--- config.mk ---
export PLATFORM = sky130hd
export DESIGN_NAME = ahb_req_master_flat
export DESIGN_NICKNAME = d
export VERILOG_FILES = /design/src/rtl/ahb_req_master_if.sv /design/src/rtl/ahb_req_master.sv /design/src/flat_wrapper.sv
export SDC_FILE = /design/constraint.sdc
export NUM_CORES = 1
export LEC_CHECK = 0
export BUFFER_PORTS_ARGS = -buffer_cell sky130_fd_sc_hd__buf_2
export CORE_MARGIN = 2
export CORE_UTILIZATION = 47
export CTS_BUF_LIST = sky130_fd_sc_hd__clkbuf_16
export DETAILED_ROUTE_END_ITERATION = 12
export MAX_ROUTING_LAYER = met4
export PLACE_DENSITY = 0.78
export SKIP_CTS_REPAIR_TIMING = 1
export SYNTH_ARGS = -nofsm -noshare
export SYNTH_HDL_FRONTEND = slang
export SYNTH_SLANG_ARGS = --single-unit
export TNS_END_PERCENT = 5
--- constraint.sdc ---
create_clock -name s_clk_i -period 1.6 [get_ports s_clk_i]
set_input_delay 0.16 -clock s_clk_i [delete_from_list [all_inputs] [get_ports s_clk_i]]
set_output_delay 0.16 -clock s_clk_i [all_outputs]
set_load 0.02 [all_outputs]
--- src/rtl/ahb_req_master_if.sv ---
// Request/response stream and AHB3-Lite bus bundle for ahb_req_master.
// The master modport is the initiator's view; slave is the requester/bus-slave side.
interface ahb_req_master_if;
  logic        req_valid_i;
  logic        req_ready_o;
  logic [31:0] req_addr_i;
  logic        req_write_i;
  logic [2:0]  req_size_i;
  logic [31:0] req_wdata_i;

  logic        rsp_valid_o;
  logic [31:0] rsp_rdata_o;
  logic        rsp_err_o;

  logic [31:0] m_haddr_o;
  logic        m_hwrite_o;
  logic [2:0]  m_hsize_o;
  logic [1:0]  m_htrans_o;
  logic [2:0]  m_hburst_o;
  logic        m_hmastlock_o;
  logic [3:0]  m_hprot_o;
  logic [31:0] m_hwdata_o;
  logic [5:0]  m_hparity_o;
  logic [31:0] m_hrdata_i;
  logic        m_hready_i;
  logic        m_hresp_i;

  modport master (
    input  req_valid_i, req_addr_i, req_write_i, req_size_i, req_wdata_i,
    input  m_hrdata_i, m_hready_i, m_hresp_i,
    output req_ready_o, rsp_valid_o, rsp_rdata_o, rsp_err_o,
    output m_haddr_o, m_hwrite_o, m_hsize_o, m_htrans_o, m_hburst_o,
    output m_hmastlock_o, m_hprot_o, m_hwdata_o, m_hparity_o
  );

  modport slave (
    output req_valid_i, req_addr_i, req_write_i, req_size_i, req_wdata_i,
    output m_hrdata_i, m_hready_i, m_hresp_i,
    input  req_ready_o, rsp_valid_o, rsp_rdata_o, rsp_err_o,
    input  m_haddr_o, m_hwrite_o, m_hsize_o, m_htrans_o, m_hburst_o,
    input  m_hmastlock_o, m_hprot_o, m_hwdata_o, m_hparity_o
  );
endinterface

--- src/rtl/ahb_req_master.sv ---
// AHB3-Lite single-transfer initiator: valid/ready requests in, in-order responses out.
// Optional address-phase parity is enabled by defining AHB_MASTER_IFP_EN.
module ahb_req_master #(
  parameter logic [31:0] RESET_ADDR = 32'h0
) (
  input  logic              s_clk_i,
  input  logic              s_resetn_i,
  ahb_req_master_if.master  bus
);

  localparam logic [1:0] HTRANS_IDLE   = 2'b00;
  localparam logic [1:0] HTRANS_NONSEQ = 2'b10;

  logic        a_valid_q, a_valid_d;
  logic [31:0] a_addr_q,  a_addr_d;
  logic        a_write_q, a_write_d;
  logic [2:0]  a_size_q,  a_size_d;
  logic [31:0] a_wdata_q, a_wdata_d;
  logic        a_mis_q,   a_mis_d;

  logic        d_valid_q, d_valid_d;
  logic        d_write_q, d_write_d;
  logic [31:0] d_wdata_q, d_wdata_d;
  logic        d_mis_q,   d_mis_d;

  logic err_first;
  logic a_issue;
  logic a_adv;
  logic d_ret;
  logic req_ready;
  logic req_take;
  logic rsp_err;

  function automatic logic is_misaligned(input logic [2:0] size, input logic [1:0] lsb);
    logic mis;
    case (size)
      3'd0:    mis = 1'b0;
      3'd1:    mis = lsb[0];
      3'd2:    mis = |lsb;
      default: mis = 1'b1;
    endcase
    return mis;
  endfunction

  // The first cycle of a two-cycle error response must see IDLE on the bus.
  assign err_first = bus.m_hresp_i & ~bus.m_hready_i;
  assign a_issue   = a_valid_q & ~a_mis_q & ~err_first;
  assign a_adv     = a_valid_q & bus.m_hready_i & (a_issue | a_mis_q);
  assign d_ret     = d_valid_q & bus.m_hready_i;
  assign req_ready = ~a_valid_q | (bus.m_hready_i & ~err_first);
  assign req_take  = bus.req_valid_i & req_ready;

  always_comb begin
    a_valid_d = a_valid_q;
    a_addr_d  = a_addr_q;
    a_write_d = a_write_q;
    a_size_d  = a_size_q;
    a_wdata_d = a_wdata_q;
    a_mis_d   = a_mis_q;
    if (req_take) begin
      a_valid_d = 1'b1;
      a_addr_d  = bus.req_addr_i;
      a_write_d = bus.req_write_i;
      a_size_d  = bus.req_size_i;
      a_wdata_d = bus.req_wdata_i;
      a_mis_d   = is_misaligned(bus.req_size_i, bus.req_addr_i[1:0]);
    end else if (a_adv) begin
      a_valid_d = 1'b0;
    end
  end

  // D only ever loads when the bus is ready, so it is retiring or empty at that point.
  always_comb begin
    d_valid_d = d_valid_q;
    d_write_d = d_write_q;
    d_wdata_d = d_wdata_q;
    d_mis_d   = d_mis_q;
    if (a_adv) begin
      d_valid_d = 1'b1;
      d_write_d = a_write_q;
      d_wdata_d = a_wdata_q;
      d_mis_d   = a_mis_q;
    end else if (d_ret) begin
      d_valid_d = 1'b0;
    end
  end

  always_ff @(posedge s_clk_i or negedge s_resetn_i) begin
    if (!s_resetn_i) begin
      a_valid_q <= 1'b0;
      a_addr_q  <= '0;
      a_write_q <= 1'b0;
      a_size_q  <= '0;
      a_wdata_q <= '0;
      a_mis_q   <= 1'b0;
      d_valid_q <= 1'b0;
      d_write_q <= 1'b0;
      d_wdata_q <= '0;
      d_mis_q   <= 1'b0;
    end else begin
      a_valid_q <= a_valid_d;
      a_addr_q  <= a_addr_d;
      a_write_q <= a_write_d;
      a_size_q  <= a_size_d;
      a_wdata_q <= a_wdata_d;
      a_mis_q   <= a_mis_d;
      d_valid_q <= d_valid_d;
      d_write_q <= d_write_d;
      d_wdata_q <= d_wdata_d;
      d_mis_q   <= d_mis_d;
    end
  end

  assign rsp_err = d_ret & (bus.m_hresp_i | d_mis_q);

  assign bus.req_ready_o   = req_ready;
  assign bus.rsp_valid_o   = d_ret;
  assign bus.rsp_err_o     = rsp_err;
  assign bus.rsp_rdata_o   = (d_ret & ~d_write_q & ~rsp_err) ? bus.m_hrdata_i : 32'h0;

  assign bus.m_haddr_o     = a_valid_q ? a_addr_q : RESET_ADDR;
  assign bus.m_hwrite_o    = a_valid_q & a_write_q;
  assign bus.m_hsize_o     = a_valid_q ? a_size_q : 3'b000;
  assign bus.m_htrans_o    = a_issue ? HTRANS_NONSEQ : HTRANS_IDLE;
  assign bus.m_hburst_o    = 3'b000;
  assign bus.m_hmastlock_o = 1'b0;
  assign bus.m_hprot_o     = 4'b0011;
  assign bus.m_hwdata_o    = (d_valid_q & d_write_q) ? d_wdata_q : 32'h0;

`ifdef AHB_MASTER_IFP_EN
  assign bus.m_hparity_o = {^bus.m_htrans_o,
                            ^{bus.m_hwrite_o, bus.m_hsize_o},
                            ^bus.m_haddr_o[31:24],
                            ^bus.m_haddr_o[23:16],
                            ^bus.m_haddr_o[15:8],
                            ^bus.m_haddr_o[7:0]};
`else
  assign bus.m_hparity_o = 6'b0;
`endif

endmodule

--- src/flat_wrapper.sv ---
// flat-port wrapper written by rule: the top's interface ports become plain ports
module ahb_req_master_flat 
#(
  parameter logic [31:0] RESET_ADDR = 32'h0
)
  (s_clk_i, s_resetn_i, bus_req_valid_i, bus_req_addr_i, bus_req_write_i, bus_req_size_i, bus_req_wdata_i, bus_m_hrdata_i, bus_m_hready_i, bus_m_hresp_i, bus_req_ready_o, bus_rsp_valid_o, bus_rsp_rdata_o, bus_rsp_err_o, bus_m_haddr_o, bus_m_hwrite_o, bus_m_hsize_o, bus_m_htrans_o, bus_m_hburst_o, bus_m_hmastlock_o, bus_m_hprot_o, bus_m_hwdata_o, bus_m_hparity_o);
  ahb_req_master_if bus_i ();
  input  logic s_clk_i;
  input  logic s_resetn_i;
  input wire logic [$bits(bus_i.req_valid_i)-1:0] bus_req_valid_i;
  input wire logic [$bits(bus_i.req_addr_i)-1:0] bus_req_addr_i;
  input wire logic [$bits(bus_i.req_write_i)-1:0] bus_req_write_i;
  input wire logic [$bits(bus_i.req_size_i)-1:0] bus_req_size_i;
  input wire logic [$bits(bus_i.req_wdata_i)-1:0] bus_req_wdata_i;
  input wire logic [$bits(bus_i.m_hrdata_i)-1:0] bus_m_hrdata_i;
  input wire logic [$bits(bus_i.m_hready_i)-1:0] bus_m_hready_i;
  input wire logic [$bits(bus_i.m_hresp_i)-1:0] bus_m_hresp_i;
  output wire logic [$bits(bus_i.req_ready_o)-1:0] bus_req_ready_o;
  output wire logic [$bits(bus_i.rsp_valid_o)-1:0] bus_rsp_valid_o;
  output wire logic [$bits(bus_i.rsp_rdata_o)-1:0] bus_rsp_rdata_o;
  output wire logic [$bits(bus_i.rsp_err_o)-1:0] bus_rsp_err_o;
  output wire logic [$bits(bus_i.m_haddr_o)-1:0] bus_m_haddr_o;
  output wire logic [$bits(bus_i.m_hwrite_o)-1:0] bus_m_hwrite_o;
  output wire logic [$bits(bus_i.m_hsize_o)-1:0] bus_m_hsize_o;
  output wire logic [$bits(bus_i.m_htrans_o)-1:0] bus_m_htrans_o;
  output wire logic [$bits(bus_i.m_hburst_o)-1:0] bus_m_hburst_o;
  output wire logic [$bits(bus_i.m_hmastlock_o)-1:0] bus_m_hmastlock_o;
  output wire logic [$bits(bus_i.m_hprot_o)-1:0] bus_m_hprot_o;
  output wire logic [$bits(bus_i.m_hwdata_o)-1:0] bus_m_hwdata_o;
  output wire logic [$bits(bus_i.m_hparity_o)-1:0] bus_m_hparity_o;
  assign bus_i.req_valid_i = bus_req_valid_i;
  assign bus_i.req_addr_i = bus_req_addr_i;
  assign bus_i.req_write_i = bus_req_write_i;
  assign bus_i.req_size_i = bus_req_size_i;
  assign bus_i.req_wdata_i = bus_req_wdata_i;
  assign bus_i.m_hrdata_i = bus_m_hrdata_i;
  assign bus_i.m_hready_i = bus_m_hready_i;
  assign bus_i.m_hresp_i = bus_m_hresp_i;
  assign bus_req_ready_o = bus_i.req_ready_o;
  assign bus_rsp_valid_o = bus_i.rsp_valid_o;
  assign bus_rsp_rdata_o = bus_i.rsp_rdata_o;
  assign bus_rsp_err_o = bus_i.rsp_err_o;
  assign bus_m_haddr_o = bus_i.m_haddr_o;
  assign bus_m_hwrite_o = bus_i.m_hwrite_o;
  assign bus_m_hsize_o = bus_i.m_hsize_o;
  assign bus_m_htrans_o = bus_i.m_htrans_o;
  assign bus_m_hburst_o = bus_i.m_hburst_o;
  assign bus_m_hmastlock_o = bus_i.m_hmastlock_o;
  assign bus_m_hprot_o = bus_i.m_hprot_o;
  assign bus_m_hwdata_o = bus_i.m_hwdata_o;
  assign bus_m_hparity_o = bus_i.m_hparity_o;
  ahb_req_master #(.RESET_ADDR(RESET_ADDR)) u_core (.s_clk_i(s_clk_i), .s_resetn_i(s_resetn_i), .bus(bus_i));
endmodule
==> impl_metrics.csv <==
group,metric,value,unit
status,status,"complete, but fails checks",
status,violations,"negative setup slack",
critical_path,cp_max_fo,8,
logic_synthesis,netlist_area,0.00479,mm²
timing,setup_viol,32,
critical_path,crit_family,"simple AND/OR/NAND/NOR gates",
clock_tree,clockBufferDepth,2,
clock_tree,root_buffer,"clkbuf_16",
global_routing,antenna_found_initial,0,
drt,vias_per_cell,5.02,
logic_synthesis,syn_inst,365,
global_routing,grt_overflow,0,
power_and_ir_drop,power.density,1110,mW/mm²
power_and_ir_drop,vdd_drop_max,0.791,mV
global_routing,grt_max_degree,59,
placement,gp_congestion,0.751,
drt,wl,12.4,mm
critical_path,startpoint,"u_core.d_valid_q",
logic_synthesis,yosys_warnings,0,
clock_tree,clk_pin_slew,70,ps
timing,period_minus_slack,1850,ps
clock_tree,htree_num_levels,3,
critical_path,rr_endpoint,"u_core.a_wdata_q[17]",
global_routing,grtUsageTotal,21.3,%
final_layout,antenna_cells,0,
critical_path,critPathKind,"reg2out",
global_routing,grt_pass1_vias,3593,
drt,drt_iter0_drc,131,
critical_path,path_cells,"nand2_2 > nor4_4 > buf_6 > buf_6 > and2_1 > buf_6",
power_and_ir_drop,power,7.31,mW
drt,drc_errors,0,
global_routing,grt_pass1_wl,18.0,mm
timing,rsz0062_at_grt,"true",
critical_path,slowest_delay,360,ps
power_and_ir_drop,leakagePower,3.40,nW
critical_path,crit_buf_inv,3,
floorplan,die-area,0.0110,mm²
floorplan,ios,224,
final_layout,fillCellCount,727,
final_layout,drive_gt1_share,63.7,%
flow_run,drv_cap,0,
critical_path,cp-start-kind,"flop",
critical_path,end_kind,"primary output",
logic_synthesis,netlist.area_leader.share,54.8,%
logic_synthesis,ys_types,23,
logic_synthesis,synth-seq-cells,105,
timing,hold_violations,0,
clock_tree,numCtsBuffers,9,
drt,num_vias,3577,
logic_synthesis,avgSynthCellArea,13.1,µm²
critical_path,r2r_start,"u_core.a_valid_q",
critical_path,cp_data_required_time,1440,ps
final_layout,nets,679,
critical_path,cp.depth,6,
critical_path,arrival,1690,ps
floorplan,fp.dieH,105,µm
final_layout,seqCellArea,0.00263,mm²
floorplan,core_area,0.00982,mm²
floorplan,fp-row-count,36,
final_layout,final_cell_count_no_fill,712,
timing,drv_slew,0,
critical_path,critPathMostFrequentCell,"buf_6",
final_layout,syn_to_final_growth,37.9,%
floorplan,initial_core_util,48.8,%
timing,max_freq,542,MHz
drt,drt-pass1-iter-count,4,
logic_synthesis,yosysSeqAreaShare,54.8,%
drt,ant_nets,0,
placement,portBuffers,208,
clock_tree,cts.sinks,105,
critical_path,r2r_cells,4,
clock_tree,cts_tree,"yes",
logic_synthesis,synthTopCellsByArea,"dfrtp_1 55%, mux2_2 22%, and2_1 8.9%",
timing,finalCritPeriodShare,115,%
critical_path,r2r_setup_slack,150,ps
timing,finalWorstSetupSlack,-247,ps
drt,wire_per_inst,17.4,µm
timing,skew,6.43,ps
clock_tree,clk_latency,340,ps
floorplan,die_w,105,µm
critical_path,crit_slowest_cell,"dfrtp_1",
final_layout,fin_util,67.3,%
timing,setup_tns,-6720,ps
logic_synthesis,synth_top_cell_by_area,"dfrtp_1",
hold_path,min_path_type,"in2reg",
placement,place_hpwl,8.37,mm
critical_path,endpoint,"bus_rsp_rdata_o[14]",
placement,post-place-cells,690,
final_layout,multi_input_area,0.00204,mm²
==> state kept, by name, indices dropped and copies added (netlist names) <==
register / cells
u_core.a_size_q: 3
u_core.d_write_q: 1
u_core.d_mis_q: 1
u_core.d_valid_q: 1
u_core.a_mis_q: 1
u_core.a_write_q: 1
u_core.d_wdata_q: 32
u_core.a_valid_q: 1
u_core.a_wdata_q: 32
u_core.a_addr_q: 32
==> metal layers <==
metal  up-vias  global-route usage [%]  part of all wire [%]
met1      1784                    24.6                    40
met5         -                       -                     0
met3        13                    6.11                   6.9
met2       159                    37.4                    52
li1       1621                       -                     -
met4         0                    4.00                   1.5
==> metrics by stage <==
step           area, µm²  hold WS (ps)  worst slack [ps]
4_1_cts             6250          -297              -235
5_1_grt             6610          32.3              -316
3_3_place_gp        5960          53.0               124
6_report            6610          47.2              -247
2_1_floorplan       4840          -136               243
3_5_place_dp        5960          64.9               131
==> report_power, final <==
part	leakage (nW)	switching [mW]	total, mW	internal (mW)
registers	1.23	0.230	3.35	3.12
clock network	0.140	0.941	2.14	1.20
logic	2.03	0.931	1.82	0.887
total	3.40	2.10	7.31	5.21
==> cell usage after synthesis <==
| library cell | count |
|---|---|
| inv_1 | 2 |
| nor4_4 | 1 |
| o21bai_1 | 1 |
| mux2_2 | 93 |
| buf_2 | 8 |
| nand2_1 | 2 |
| nor2b_1 | 1 |
| and3_1 | 32 |
| nand2_2 | 1 |
| nor3_1 | 1 |
| mux2_4 | 10 |
| dfrtp_1 | 105 |
| nor3b_1 | 1 |
| clkbuf_1 | 13 |
| conb_1 | 2 |
| nand2b_2 | 1 |
| o21ai_0 | 1 |
| nand2b_1 | 1 |
| and2_1 | 68 |
| buf_6 | 2 |
| buf_4 | 16 |
| nor2_1 | 2 |
| a21oi_1 | 1 |
==> worst register-to-register path, delay by kind of cell, from the launching register on <==
kind / cells / cell delay (ps)
muxes: 1 / 390
and+or+nand+nor: 2 / 240
buffers and inverters: 1 / 240
DFF: 1 / 460
==> cell families after synthesis <==
| logic type | after synthesis | share of synthesized area, % |
|---|---|---|
| muxes | 103 | 25.0 |
| DFF | 105 | 54.8 |
| other | 2 | 0.157 |
| buffers and inverters | 41 | 4.99 |
| AOI/OAI and AO/OA | 3 | 0.365 |
| and+or+nand+nor | 111 | 14.7 |
==> worst min path at each step <==
stage,start,to,depth (start not counted)
final,bus_req_addr_i[30],u_core.a_addr_q[30],2
after global routing,bus_req_addr_i[15],u_core.a_addr_q[15],2
after CTS,s_resetn_i,u_core.a_addr_q[22],1
after detailed placement,s_resetn_i,u_core.a_addr_q[22],1
after global placement,s_resetn_i,u_core.a_addr_q[22],1
after floorplan,s_resetn_i,u_core.a_addr_q[0],0
==> layout by cell type, fill, tap and decap left out <==
master / synthesis / final
nand2b_2: 1 / 1
inv_1: 2 / 3
buf_12: 0 / 5
nand2b_1: 1 / 1
and2_4: 0 / 24
buf_2: 8 / 175
buf_6: 2 / 35
conb_1: 2 / 15
nand2_4: 0 / 1
nor2_1: 2 / 2
clkinv_1: 0 / 1
o21ai_0: 1 / 1
nor2b_1: 1 / 1
nor4_4: 1 / 1
nor3_1: 1 / 1
mux2_4: 10 / 10
bufinv_16: 0 / 1
nand2_2: 1 / 2
o21bai_1: 1 / 1
clkinvlp_4: 0 / 2
nor3b_1: 1 / 1
buf_4: 16 / 6
and2_1: 68 / 44
mux2_2: 93 / 93
dlygate4sd3_1: 0 / 1
dfrtp_1: 105 / 105
clkbuf_16: 0 / 11
clkinv_2: 0 / 2
a21oi_1: 1 / 1
and3_1: 32 / 32
==> final cells by class <==
cell class	count	area share [%]
inverters	2	0.114
clock buffers	9	3.41
well taps	133	2.52
clock inverters	7	0.947
multi-input cells	232	30.9
repair buffers	224	22.3
flip-flops and latches	105	39.8
(Power assumes the default switching activity.)
